## src/rtl/lives_pkg.sv

```systemverilog
// Shared types and constants for the lives manager: FSM state encoding, life-count width
// and a saturating increment helper.
package lives_pkg;

  localparam int unsigned MAX_LIVES = 3;
  localparam int unsigned LIVES_W   = 2;

  typedef enum logic [1:0] {
    OVER   = 2'd0,
    PLAY   = 2'd1,
    INVULN = 2'd2
  } state_e;

  function automatic logic [LIVES_W-1:0] sat_inc(input logic [LIVES_W-1:0] l);
    return (l == LIVES_W'(MAX_LIVES)) ? l : l + 1'b1;
  endfunction

endpackage

```

## src/rtl/lives_manager_if.sv

```systemverilog
// Pulse inputs and status outputs of the lives manager; master = game logic, slave = manager.
interface lives_manager_if;
  import lives_pkg::*;

  logic               frame_tick;
  logic               hit;
  logic               bonus;
  logic               new_game;
  logic [LIVES_W-1:0] lives;
  logic               game_over;
  logic               invuln;
  logic               blink_hide;
  logic               life_lost;

  modport master (
    output frame_tick, hit, bonus, new_game,
    input  lives, game_over, invuln, blink_hide, life_lost
  );

  modport slave (
    input  frame_tick, hit, bonus, new_game,
    output lives, game_over, invuln, blink_hide, life_lost
  );

endinterface

```

## src/rtl/lives_manager_invuln_timer.sv

```systemverilog
// Loadable frame down-counter for the invulnerability window; flags the final tick and the
// ticks on which the sprite blink phase flips.
module invuln_timer #(
  parameter int INVULN_FRAMES = 120,
  parameter int BLINK_PERIOD  = 8,
  parameter int CNT_W         = $clog2(INVULN_FRAMES + 1)
) (
  input  logic             clk,
  input  logic             rst,
  input  logic             clr,
  input  logic             load,
  input  logic             en,
  output logic [CNT_W-1:0] count,
  output logic             expire,
  output logic             blink_step
);

  logic [CNT_W-1:0] count_q, count_d;
  logic [CNT_W-1:0] count_m1;

  assign count_m1 = count_q - CNT_W'(1);

  always_comb begin
    count_d = count_q;
    if (clr)
      count_d = '0;
    else if (load)
      count_d = CNT_W'(INVULN_FRAMES);
    else if (en && (count_q != '0))
      count_d = count_m1;
  end

  always_ff @(posedge clk) begin
    if (rst) count_q <= '0;
    else     count_q <= count_d;
  end

  assign count      = count_q;
  assign expire     = en && (count_q == CNT_W'(1));
  // BLINK_PERIOD is a power of two, so the modulo reduces to a mask of the low bits
  assign blink_step = en && ((count_m1 & CNT_W'(BLINK_PERIOD - 1)) == '0);

endmodule

```

## src/rtl/lives_manager.sv

```systemverilog
// Player life counter with post-hit invulnerability, sprite blink and game-over flag.
// Define LIVES_EXTRA_LIFE_EN to enable the bonus (extra life) input.
module lives_manager
  import lives_pkg::*;
#(
  parameter int START_LIVES   = 3,
  parameter int INVULN_FRAMES = 120,
  parameter int BLINK_PERIOD  = 8
) (
  input  logic            clk,
  input  logic            rst,
  lives_manager_if.slave  bus
);

  localparam int CNT_W = $clog2(INVULN_FRAMES + 1);

  state_e             state_q, state_d;
  logic [LIVES_W-1:0] lives_q, lives_d;
  logic               game_over_q, game_over_d;
  logic               invuln_q, invuln_d;
  logic               blink_hide_q, blink_hide_d;
  logic               life_lost_q, life_lost_d;

  logic [CNT_W-1:0]   tmr_count;
  logic               tmr_load, tmr_en, tmr_expire, tmr_blink_step;
  logic               bonus_act;

`ifdef LIVES_EXTRA_LIFE_EN
  assign bonus_act = bus.bonus;
`else
  assign bonus_act = 1'b0;
`endif

  invuln_timer #(
    .INVULN_FRAMES (INVULN_FRAMES),
    .BLINK_PERIOD  (BLINK_PERIOD),
    .CNT_W         (CNT_W)
  ) u_timer (
    .clk        (clk),
    .rst        (rst),
    .clr        (bus.new_game),
    .load       (tmr_load),
    .en         (tmr_en),
    .count      (tmr_count),
    .expire     (tmr_expire),
    .blink_step (tmr_blink_step)
  );

  always_comb begin
    state_d      = state_q;
    lives_d      = lives_q;
    game_over_d  = game_over_q;
    invuln_d     = invuln_q;
    blink_hide_d = blink_hide_q;
    life_lost_d  = 1'b0;
    tmr_load     = 1'b0;
    tmr_en       = 1'b0;
    if (bus.new_game) begin
      state_d      = PLAY;
      lives_d      = LIVES_W'(START_LIVES);
      game_over_d  = 1'b0;
      invuln_d     = 1'b0;
      blink_hide_d = 1'b0;
    end else begin
      unique case (state_q)
        PLAY: begin
          if (bus.hit) begin
            life_lost_d = 1'b1;
            // a simultaneous bonus cancels the life loss, so the hit is never fatal then
            if (bonus_act || (lives_q > LIVES_W'(1))) begin
              if (!bonus_act) lives_d = lives_q - 1'b1;
              state_d      = INVULN;
              invuln_d     = 1'b1;
              blink_hide_d = 1'b1;
              tmr_load     = 1'b1;
            end else begin
              lives_d     = '0;
              state_d     = OVER;
              game_over_d = 1'b1;
            end
          end else if (bonus_act) begin
            lives_d = sat_inc(lives_q);
          end
        end
        INVULN: begin
          if (bonus_act) lives_d = sat_inc(lives_q);
          tmr_en = bus.frame_tick && (tmr_count != '0);
          if (tmr_expire) begin
            state_d      = PLAY;
            invuln_d     = 1'b0;
            blink_hide_d = 1'b0;
          end else if (tmr_blink_step) begin
            blink_hide_d = ~blink_hide_q;
          end
        end
        default: ;
      endcase
    end
  end

  always_ff @(posedge clk) begin
    if (rst) begin
      state_q      <= OVER;
      lives_q      <= '0;
      game_over_q  <= 1'b1;
      invuln_q     <= 1'b0;
      blink_hide_q <= 1'b0;
      life_lost_q  <= 1'b0;
    end else begin
      state_q      <= state_d;
      lives_q      <= lives_d;
      game_over_q  <= game_over_d;
      invuln_q     <= invuln_d;
      blink_hide_q <= blink_hide_d;
      life_lost_q  <= life_lost_d;
    end
  end

  assign bus.lives      = lives_q;
  assign bus.game_over  = game_over_q;
  assign bus.invuln     = invuln_q;
  assign bus.blink_hide = blink_hide_q;
  assign bus.life_lost  = life_lost_q;

endmodule

```

## src/flat_wrapper.sv

```systemverilog
// flat-port wrapper written by rule: the top's interface ports become plain ports
module lives_manager_flat import lives_pkg::*;
#(
  parameter int START_LIVES   = 3,
  parameter int INVULN_FRAMES = 120,
  parameter int BLINK_PERIOD  = 8
)
  (clk, rst, bus_frame_tick, bus_hit, bus_bonus, bus_new_game, bus_lives, bus_game_over, bus_invuln, bus_blink_hide, bus_life_lost);
  lives_manager_if bus_i ();
  input  logic clk;
  input  logic rst;
  input wire logic [$bits(bus_i.frame_tick)-1:0] bus_frame_tick;
  input wire logic [$bits(bus_i.hit)-1:0] bus_hit;
  input wire logic [$bits(bus_i.bonus)-1:0] bus_bonus;
  input wire logic [$bits(bus_i.new_game)-1:0] bus_new_game;
  output wire logic [$bits(bus_i.lives)-1:0] bus_lives;
  output wire logic [$bits(bus_i.game_over)-1:0] bus_game_over;
  output wire logic [$bits(bus_i.invuln)-1:0] bus_invuln;
  output wire logic [$bits(bus_i.blink_hide)-1:0] bus_blink_hide;
  output wire logic [$bits(bus_i.life_lost)-1:0] bus_life_lost;
  assign bus_i.frame_tick = bus_frame_tick;
  assign bus_i.hit = bus_hit;
  assign bus_i.bonus = bus_bonus;
  assign bus_i.new_game = bus_new_game;
  assign bus_lives = bus_i.lives;
  assign bus_game_over = bus_i.game_over;
  assign bus_invuln = bus_i.invuln;
  assign bus_blink_hide = bus_i.blink_hide;
  assign bus_life_lost = bus_i.life_lost;
  lives_manager #(.START_LIVES(START_LIVES), .INVULN_FRAMES(INVULN_FRAMES), .BLINK_PERIOD(BLINK_PERIOD)) u_core (.clk(clk), .rst(rst), .bus(bus_i));
endmodule
```

## config.mk

```make
export PLATFORM = sky130hd
export DESIGN_NAME = lives_manager_flat
export DESIGN_NICKNAME = d
export VERILOG_FILES = /design/src/rtl/lives_pkg.sv /design/src/rtl/lives_manager_if.sv /design/src/rtl/lives_manager_invuln_timer.sv /design/src/rtl/lives_manager.sv /design/src/flat_wrapper.sv
export SDC_FILE = /design/constraint.sdc
export NUM_CORES = 1
export LEC_CHECK = 0
export CAP_MARGIN = 0
export CORE_MARGIN = 5
export CORE_UTILIZATION = 44
export CTS_CLUSTER_DIAMETER = 30
export CTS_CLUSTER_SIZE = 12
export DETAILED_ROUTE_END_ITERATION = 7
export PLACE_DENSITY = 0.82
export SLEW_MARGIN = 20
export SYNTH_ARGS = -nofsm -noshare
export SYNTH_HDL_FRONTEND = slang
export SYNTH_SLANG_ARGS = --single-unit
```

## constraint.sdc

```tcl
create_clock -name clk -period 1.4 [get_ports clk]
set_input_delay 0.28 -clock clk [delete_from_list [all_inputs] [get_ports clk]]
set_output_delay 0.28 -clock clk [all_outputs]
set_load 0.05 [all_outputs]
```

* Yosys cells after proc, flatten, opt, wreduce, memory -nomap -nowiden
Cells that the tools add are included.
** Storage, ports and cells
- Input bits :: 6
- Logic and storage cells :: 73
- Register bits :: 15
- Output and inout port bits :: 6
** Cells by class
- Equal/unequal tests :: 10
- $add $sub $neg :: 2
- Muxes and demuxes :: 29
- Bitwise operators :: 2
- $lt $le $gt $ge :: 1
- Reduce and logical (&&, ||, !) cells :: 20
** Operators with widths (number)
- 1-bit 2-to-1 mux :: 17
- 2-bit 2-to-1 mux :: 7
- 7-bit 2-to-1 mux :: 2
- 3-bit AND reduction :: 3
- 4-bit AND reduction :: 2
- 2-bit nonzero test :: 4
- 7-bit by 1-bit == test with 1-bit output, second input constant :: 1
- 7-bit logical NOT :: 1
- 7-bit nonzero test :: 1
- 7-bit by 1-bit subtractor with 7-bit output, second input constant :: 1
- 3-bit OR reduction :: 2
- 1-bit logical AND :: 4
- 2-bit by 1-bit inequality test with 1-bit output, second input constant :: 2
- 2-bit inequality test, second input constant :: 2
- 1-bit one-hot mux with 2 select lines :: 2
- 2-bit one-hot mux with 2 select lines :: 1
- 3-bit by 1-bit inequality test with 1-bit output, second input constant :: 1
- 3-bit by 2-bit inequality test with 1-bit output, second input constant :: 1
- 3-bit inequality test, second input constant :: 1
- 3-bit nonzero test :: 1
- 2-bit by 1-bit == test with 1-bit output, second input constant :: 1
- 2-bit == test, second input constant :: 1
- 2-bit by 1-bit > comparator with 1-bit output, second input constant :: 1
- 1-bit inverter :: 2
- other kinds (3) :: 3

* Depth between registers and ports, before layout
Gate-level depths: netlist of run 1.
- Depth after elaboration :: 8
- Gate-level depth with buffers :: 6
- Mapped depth without buffers :: 6

* Modules after synthesis
Synthesis of run 1 repeated with hierarchy kept, for this count alone.
** Second synthesis, totals
- Cell total of the unflattened synthesis :: 90
- Area total of the unflattened synthesis :: 772.0 sq um
** By module, submodules not included
- invuln_timer :: cells an instance 50, area each 412.9 sq um, seq. area each 140.1 sq um, instances 1
- lives_manager :: cells an instance 40, area each 359.1 sq um, seq. area each 160.2 sq um, instances 1

* Worst setup path before layout of run 1
Ideal clock, no wire load.
- Path kind :: register to register
- Start :: register u_core.u_timer.count_q[2], in the netlist u_core.u_timer.count[2]
- End :: register u_core.u_timer.count_q[5], in the netlist u_core.u_timer.count[5]
- Arrival :: 1.435 ns
- Setup time :: 0.124 ns
- Stages on the path, launching flop included :: 5
- Buffers on the path :: 0
- Path slack :: -0.158 ns
- Period minus slack after synthesis :: 1.558 ns
- Data required time :: 1.276 ns
- Cell sequence :: dfxtp_1 or4_4 o31a_4 a211oi_1 nor3b_1
** On the way
- Cells in the longest elaborated chain, start to end :: 6
- Elaborated cells between the ends (all ways) :: 9
- Classes of those cells :: 1 x add/sub; 4 x mux; 4 x reduce/logical
** Ends and longest elaborated chain
- from (decl) :: RTL line lives_manager_invuln_timer.sv:18 : logic [CNT_W-1:0] count_q, count_d;
- from (signal assigned) :: RTL line lives_manager_invuln_timer.sv:35 : else count_q <= count_d;
- branches (longest 6 deep; another with 7-bit by 1-bit subtractor with 7-bit output)
Parallel ways; which one is timed is not known. The select of a mux whose other input is x is not followed.
A chain may end at the register's enable or synchronous reset.

* Worst setup path in the final report of run 1
- Start :: register u_core.u_timer.count_q[3], in the netlist u_core.u_timer.count[3]
- End :: register u_core.u_timer.count_q[3], in the netlist u_core.u_timer.count[3]
Same word-level chain as after synthesis.

==> results of run 1 <==
synthesized netlist by cell type:
master	count
nor2_1	14
nand4bb_2	1
and3_1	3
or4_4	1
or2_2	1
or3_2	1
nand3b_1	1
o31ai_1	1
a41oi_1	1
nand2b_1	1
and4b_1	1
nor3b_1	1
a21oi_1	7
nor2b_1	1
o21ai_0	3
nand4b_1	1
xnor2_1	2
o211a_1	1
nor3_1	2
a311oi_1	1
dfxtp_1	15
nand3_1	2
and4bb_2	1
inv_1	4
clkbuf_1	1
nand2_1	3
mux2i_1	1
o31a_4	1
ha_1	2
a211oi_1	4
power groups by stage:
stage	sequential (mW)	combinational, mW	clock (mW)
2_1_floorplan	0.485	0.0331	0
3_3_place_gp	0.462	0.130	0
3_5_place_dp	0.462	0.134	0
4_1_cts	0.452	0.140	0.270
5_1_grt	0.455	0.149	0.292
6_report	0.452	0.141	0.264
metrics by stage:
| step | instance area (um2) | instances | utilization |
|---|---|---|---|
| floorplan | 718.2 | 79 | - |
| global placement | 1030 | 122 | 0.6757 |
| detailed placement | 1030 | 122 | 0.6757 |
| CTS | 1110 | 129 | 0.7282 |
| global route | 1115 | 129 | 0.7315 |
| finish | 1115 | 129 | 0.7315 |
cell families after synthesis:
logic type,after synthesis
simple gates,35
compound gates,19
flops,15
buf+inv,5
xor+xnor,2
fa+ha+maj,2
mux,1
worst max-delay path, delay by kind of cell, from the launching register on:
kind,cells,cell delay (ns)
flops,1,0.33
compound gates,1,0.33
simple gates,3,0.87
routing by layer:
metal / vias to the layer above / part of all wire / GRT usage / wire (um)
met3: 5 / 0.033 / 0.03916 / 61
met4: 0 / 0.024 / 0.09170 / 45
met2: 13 / 0.50 / 0.2699 / 915
met5: - / 0 / 0 / 0
met1: 358 / 0.44 / 0.1767 / 820
li1: 359 / - / - / -
layout make-up:
| class | instances | area (um2) | share of cell area |
|---|---|---|---|
| clock buffers | 3 | 22.52 | 0.02020 |
| clock inverters | 1 | 5.005 | 0.004489 |
| inverters | 4 | 15.01 | 0.01347 |
| multi-input cells | 59 | 430.4 | 0.3861 |
| flip-flops and latches | 15 | 304.0 | 0.2727 |
| well taps | 16 | 20.02 | 0.01796 |
| repair buffers | 31 | 317.8 | 0.2851 |
timing repair:
| item | CTS | global route |
|---|---|---|
| pin swaps | 4 | 1 |
| resized for setup | 5 | 1 |
| endpoints found under the hold margin | 0 | 0 |
| gates cloned | 0 | 0 |
| endpoints found under the setup margin | 10 | 10 |
| buffers inserted | 3 | 0 |
worst max path at each step:
stage,depth (start not counted),slack [ns],endpoint,startpoint
2_1_floorplan,4,-0.15,u_core.u_timer.count[3]$_SDFFE_PP0P_,u_core.u_timer.count[3]$_SDFFE_PP0P_
3_3_place_gp,5,-0.32,u_core.u_timer.count[2]$_SDFFE_PP0P_,bus_new_game
3_5_place_dp,5,-0.37,u_core.u_timer.count[2]$_SDFFE_PP0P_,bus_new_game
4_1_cts,4,-0.20,u_core.u_timer.count[3]$_SDFFE_PP0P_,u_core.u_timer.count[3]$_SDFFE_PP0P_
5_1_grt,4,-0.28,u_core.u_timer.count[3]$_SDFFE_PP0P_,u_core.u_timer.count[3]$_SDFFE_PP0P_
6_report,4,-0.20,u_core.u_timer.count[3]$_SDFFE_PP0P_,u_core.u_timer.count[3]$_SDFFE_PP0P_
state kept, by name (all words and copies together) (netlist names):
signal and cells:
u_core.bus.blink_hide 1, u_core.bus.game_over 1, u_core.bus.invuln 1, u_core.bus.life_lost 1, u_core.bus.lives 2, u_core.state_q 2, u_core.u_timer.count 7
==> impl_results.md, run 1 <==
- Worst Skew: 0.001155 ns
- Complex-gate fraction of the synthesized area: 0.1876
- Min-Delay Path Depth: 2
- Port Buffer Count: 10
- Commonest non-fill, non-tap cell in the layout: buf_4
- Power Total: 857.6 uW
- Die Ht: 50.09 um
- Hold path startpoint: u_core.bus.lives[1]$_SDFFE_PP0P_
- Avg Vias per Cell: 5.698
- Drt first pass iters: 5
- Slowest cell on crit path: or4_4
- Largest net degree at the start of global routing: 10
- Slew headroom: 0.7927
- Max Fclk: 624.9 MHz
- First-pass GRT wire length: 3029 um
- Hold Buf Count CTS: 0
- Mux contribution to synthesized area: 0.01416
- Xor-xnor portion of the synthesized cell area: 0.02478
- H-tree depth: 1
- Setup Total Neg Slack: -1.457 ns
- Num CTS Buffers: 3
- Synth warn: 0
- Setup slack after layout: -0.2003 ns
- Clk buf depth: 2
- Fin. max-slew vios: 0
- Pwr/cell area: 769.3 mW/mm2
- CP Capture Type: register
- Status: complete, but fails checks
- TritonCTS clock tree: done
- Worst R2R Start: u_core.u_timer.count[3]$_SDFFE_PP0P_
- Worst-path cell chain: or4_4, o31a_4, and3_4, nor3_1
- Commonest non-fill, non-tap cells in the layout: buf_4 (21), nor2_1 (14), dfxtp_1 (12)
- Area share of the largest cell type after synthesis: 0.4248
- Max rail drop VDD: 0.5577 mV
- Simple logic cell fraction of the synthesized area: 0.2867
- Vias in the first global route: 710
- Register bit total from synthesis: 15
- Clock share of power: 0.308
- Flop pwr share: 0.528
- Initial antenna violation count: 0
- GPL Wtd Cong: 0.7628
- Max cap viols: 0
- Final ANT Viol Nets: 0
- FF-to-FF setup slack: -0.20 ns
- Area delta synth->final: 57.70%
- Hold Path Class: register to register
- Ratio of cells with drive above 1 in the final layout: 0.4159
- Crit path kind: register to register
- DR WL/cell: 14.29 um
- Hold EP: u_core.bus.lives[1]$_SDFFE_PP0P_
- Initial Utilization: 0.4639
- DP HPWL: 1381 um
- Psw: 238.8 uW
- Die area: 0.002509 mm2
- Final Hold Viols: 0
- Syn Area/Cell: 8.948 um2
- Syn Std Cell Area: 706.9 um2
- Clock Sinks: 15
- Syn_nets: 87
- Vias: 735
- Clock root cell: clkbuf_4
- Sequential share of the synthesized area: 0.4248
- CP Data Arrival Time: 1.82 ns
- Total gr overflow: 0
- Synth area leaders: dfxtp_1 (42%), nor2_1 (7.4%), a21oi_1 (5.0%)
- Worst Path Required: 1.62 ns
- Crit-path max FO: 7
- Startpoint types: register
- Worst stage delay on the critical path: 0.55 ns
- Number of fillers in the final layout: 107
- Initial drt markers: 18
- Drt total wl: 1843 um
- Post-route DRC: 0
- Ant. Diodes: 0
- Tmin final: 1.600 ns
- Die width: 50.09 um
- Tightest Pin Transition: 0.3098 ns
- IO Count: 12
- Sw frac: 0.2785
- Post-Synth Adder-Cell Area: 0.03540
- CORE AREA: 0.001524 mm2
- Comb pwr share: 0.165
- Cell count after synthesis: 79
- Cell-internal power: 618.8 uW
- Yosys cell types: 30
- GRT Resource Usage Total: 0.1595
- Final Cycle Share: 1.143
- Final net count: 122
- DP Worst Slack: -0.3708 ns
- Main combinational cell family by area after synthesis: simple AND/OR/NAND/NOR gates
- RR Endpoint: u_core.u_timer.count[3]$_SDFFE_PP0P_
- Final setup violation count: 10
- Register-to-Register Path Depth: 4
- Failing checks: setup timing
- Clk_lat worst skew: 0.30 ns
- Num rows: 14
- Post-synth top area cell: dfxtp_1
- Hold WS: 0.5442 ns
- Leakage: 0.4704 nW
- Clock-pin slew on the worst setup and hold paths: 0.10 ns
- RSZ-0062 raised after global routing: true
Power figures use the tool's default switching activity.
==> run 2, diff against run 1 <==
--- a/config.mk
+++ b/config.mk
@@ -7,11 +7,11 @@
 export LEC_CHECK = 0
 export CAP_MARGIN = 0
 export CORE_MARGIN = 5
-export CORE_UTILIZATION = 44
+export CORE_UTILIZATION = 40
 export CTS_CLUSTER_DIAMETER = 30
 export CTS_CLUSTER_SIZE = 12
 export DETAILED_ROUTE_END_ITERATION = 7
-export PLACE_DENSITY = 0.82
+export PLACE_DENSITY = 0.76
 export SLEW_MARGIN = 20
 export SYNTH_ARGS = -nofsm -noshare
 export SYNTH_HDL_FRONTEND = slang
==> run 2 against run 1 <==
  * The flow still finishes with violations (setup timing)
  * Clock skew rose by 0.0035 ns
  * Clock power fell by 5%
  * Via count fell by 0.27%
  * First-iteration DRC count fell by 5.6%
  * Non-clock buffer count rose by 2
  * Critical path depth rose by 1
  * Global-route usage rose by 0.34 points
  * Maximum frequency fell by 2.6%
  * Combinational power barely moved
  * Critical path type unchanged
  * Highest routed layer unchanged
==> impl_results.md, run 2 (same netlist as run 1, synthesis figures left out) <==
- Avg Vias per Cell: 5.236
- Slew headroom: 0.8518
- Initial Utilization: 0.4139
- RSZ-0062 raised after global routing: true
- Ratio of cells with drive above 1 in the final layout: 0.4348
- Drt first pass iters: 4
- Storage cell area: 304.0 um2
- CP Data Arrival Time: 1.83 ns
- Largest net degree at the start of global routing: 9
- Final instance area: 0.001155 mm2
- GRT Resource Usage Total: 0.1629
- Startpoint types: register
- Clock root cell: clkbuf_4
- CP Capture Type: register
- First-pass GRT wire length: 3208 um
- Worst-path cell chain: or4_4, o31a_4, buf_4, xnor2_2, nor2_1
- Failing checks: setup timing
- Vias in the first global route: 709
- Die width: 52.04 um
- Final Hold Viols: 0
- Placed instance area: 0.001041 mm2
- Commonest non-fill, non-tap cells in the layout: buf_4 (23), nor2_1 (13), dfxtp_1 (12)
- Max rail drop VDD: 0.6831 mV
- Vias: 733
- Ant. Diodes: 0
- Setup slack after layout: -0.2435 ns
- Pwr/cell area: 733.3 mW/mm2
- Tmin final: 1.643 ns
- GPL Wtd Cong: 0.7806
- Max cap viols: 0
- Fin. max-slew vios: 0
- Clk_lat worst skew: 0.29 ns
- Slowest cell on crit path: or4_4
- Setup Total Neg Slack: -1.596 ns
- Leakage: 0.4819 nW
- Final setup violation count: 10
- Clk buf depth: 2
- DP HPWL: 1368 um
- Multi-input gate area: 445.4 um2
- Clock Sinks: 15
- Status: complete, but fails checks
- Crit-path max FO: 7
- Total gr overflow: 0
- Num rows: 15
- DP Worst Slack: -0.3487 ns
- Die Ht: 52.04 um
- Initial antenna violation count: 0
- IO Count: 12
- H-tree depth: 1
- Die area: 0.002708 mm2
- Drt total wl: 1898 um
- Worst stage delay on the critical path: 0.54 ns
- Final core utilization: 0.6762
- Max Fclk: 608.5 MHz
- Port Buffer Count: 10
- Final ANT Viol Nets: 0
- Commonest non-fill, non-tap cell in the layout: buf_4
- Crit path kind: register to register
- Tightest Pin Transition: 0.2215 ns
- CORE AREA: 0.001708 mm2
- TritonCTS clock tree: done
- Register-to-Register Path Depth: 5
- Area delta synth->final: 63.36%
- Hold Path Class: register to register
- Worst Path Required: 1.59 ns
- Clock-pin slew on the worst setup and hold paths: 0.09 ns
- Final net count: 124
- Number of fillers in the final layout: 121
- Hold Buf Count CTS: 0
- Min-Delay Path Depth: 2
- Worst Skew: 0.004628 ns
- Num CTS Buffers: 3
- Max reg flops: 7
- Final Cycle Share: 1.174
- DR WL/cell: 13.56 um
- Post-route DRC: 0
- Initial drt markers: 17
## run 2: changes by cell type in the layout (fill, tap and decap cells not counted), sizes merged
cell,before,now
buf,27,29
clkbuf,3,4
clkinv,1,0
## run 2: where the power goes
| group | internal, mW | switching, mW | leakage, nW | total, mW |
|---|---|---|---|---|
| combinational | 0.0735 | 0.0684 | 0.343 | 0.142 |
| clock | 0.111 | 0.142 | 0.0150 | 0.252 |
| sequential | 0.439 | 0.0135 | 0.124 | 0.453 |
## run 2: worst max-delay path: cells and delay by family, from the launching register on
family	cells	cell delay [ns]
flops	1	0.33
simple gates	2	0.59
xor+xnor	1	0.14
compound gates	1	0.33
buf+inv	1	0.15
## run 2: final cells by class
type                       count  share of cell area
tap                           25             0.02709
inverter                       4             0.01300
clock buffer                   4             0.02275
timing repair buffer          33              0.2882
sequential                    15              0.2633
multi-input combinational     59              0.3857
## run 2: final timing paths
kind / startpoint / end / slack [ns]
worst min register to register: u_core.bus.lives[1]$_SDFFE_PP0P_ / u_core.bus.lives[1]$_SDFFE_PP0P_ / 0.55
worst min-delay path: u_core.bus.lives[1]$_SDFFE_PP0P_ / u_core.bus.lives[1]$_SDFFE_PP0P_ / 0.55
worst max-delay path: u_core.u_timer.count[3]$_SDFFE_PP0P_ / u_core.u_timer.count[0]$_SDFFE_PP0P_ / -0.24
worst max register to register: u_core.u_timer.count[3]$_SDFFE_PP0P_ / u_core.u_timer.count[0]$_SDFFE_PP0P_ / -0.24
## run 2: repair_timing
| action | CTS | global route |
|---|---|---|
| endpoints found under the hold margin | 0 | 0 |
| gates resized for setup | 6 | 3 |
| setup buffers | 4 | 1 |
| pin swaps | 5 | 4 |
| endpoints found under the setup margin | 9 | 10 |
## run 2: through the flow
| step | total power, mW | cells | hold WS (ns) |
|---|---|---|---|
| floorplan | 0.5185 | 79 | 0.3417 |
| global placement | 0.5918 | 131 | 0.5138 |
| detailed placement | 0.5955 | 131 | 0.5347 |
| CTS | 0.8522 | 139 | 0.5500 |
| global route | 0.8957 | 140 | 0.6029 |
| finish | 0.8468 | 140 | 0.5501 |
## run 2: routing by layer
metal / global-route usage / vias up / part of all wire
met4: 0.1004 / 0 / 0.017
met5: 0 / - / 0
met3: 0.02579 / 4 / 0.012
li1: - / 359 / -
met1: 0.1888 / 362 / 0.42
met2: 0.2762 / 8 / 0.55
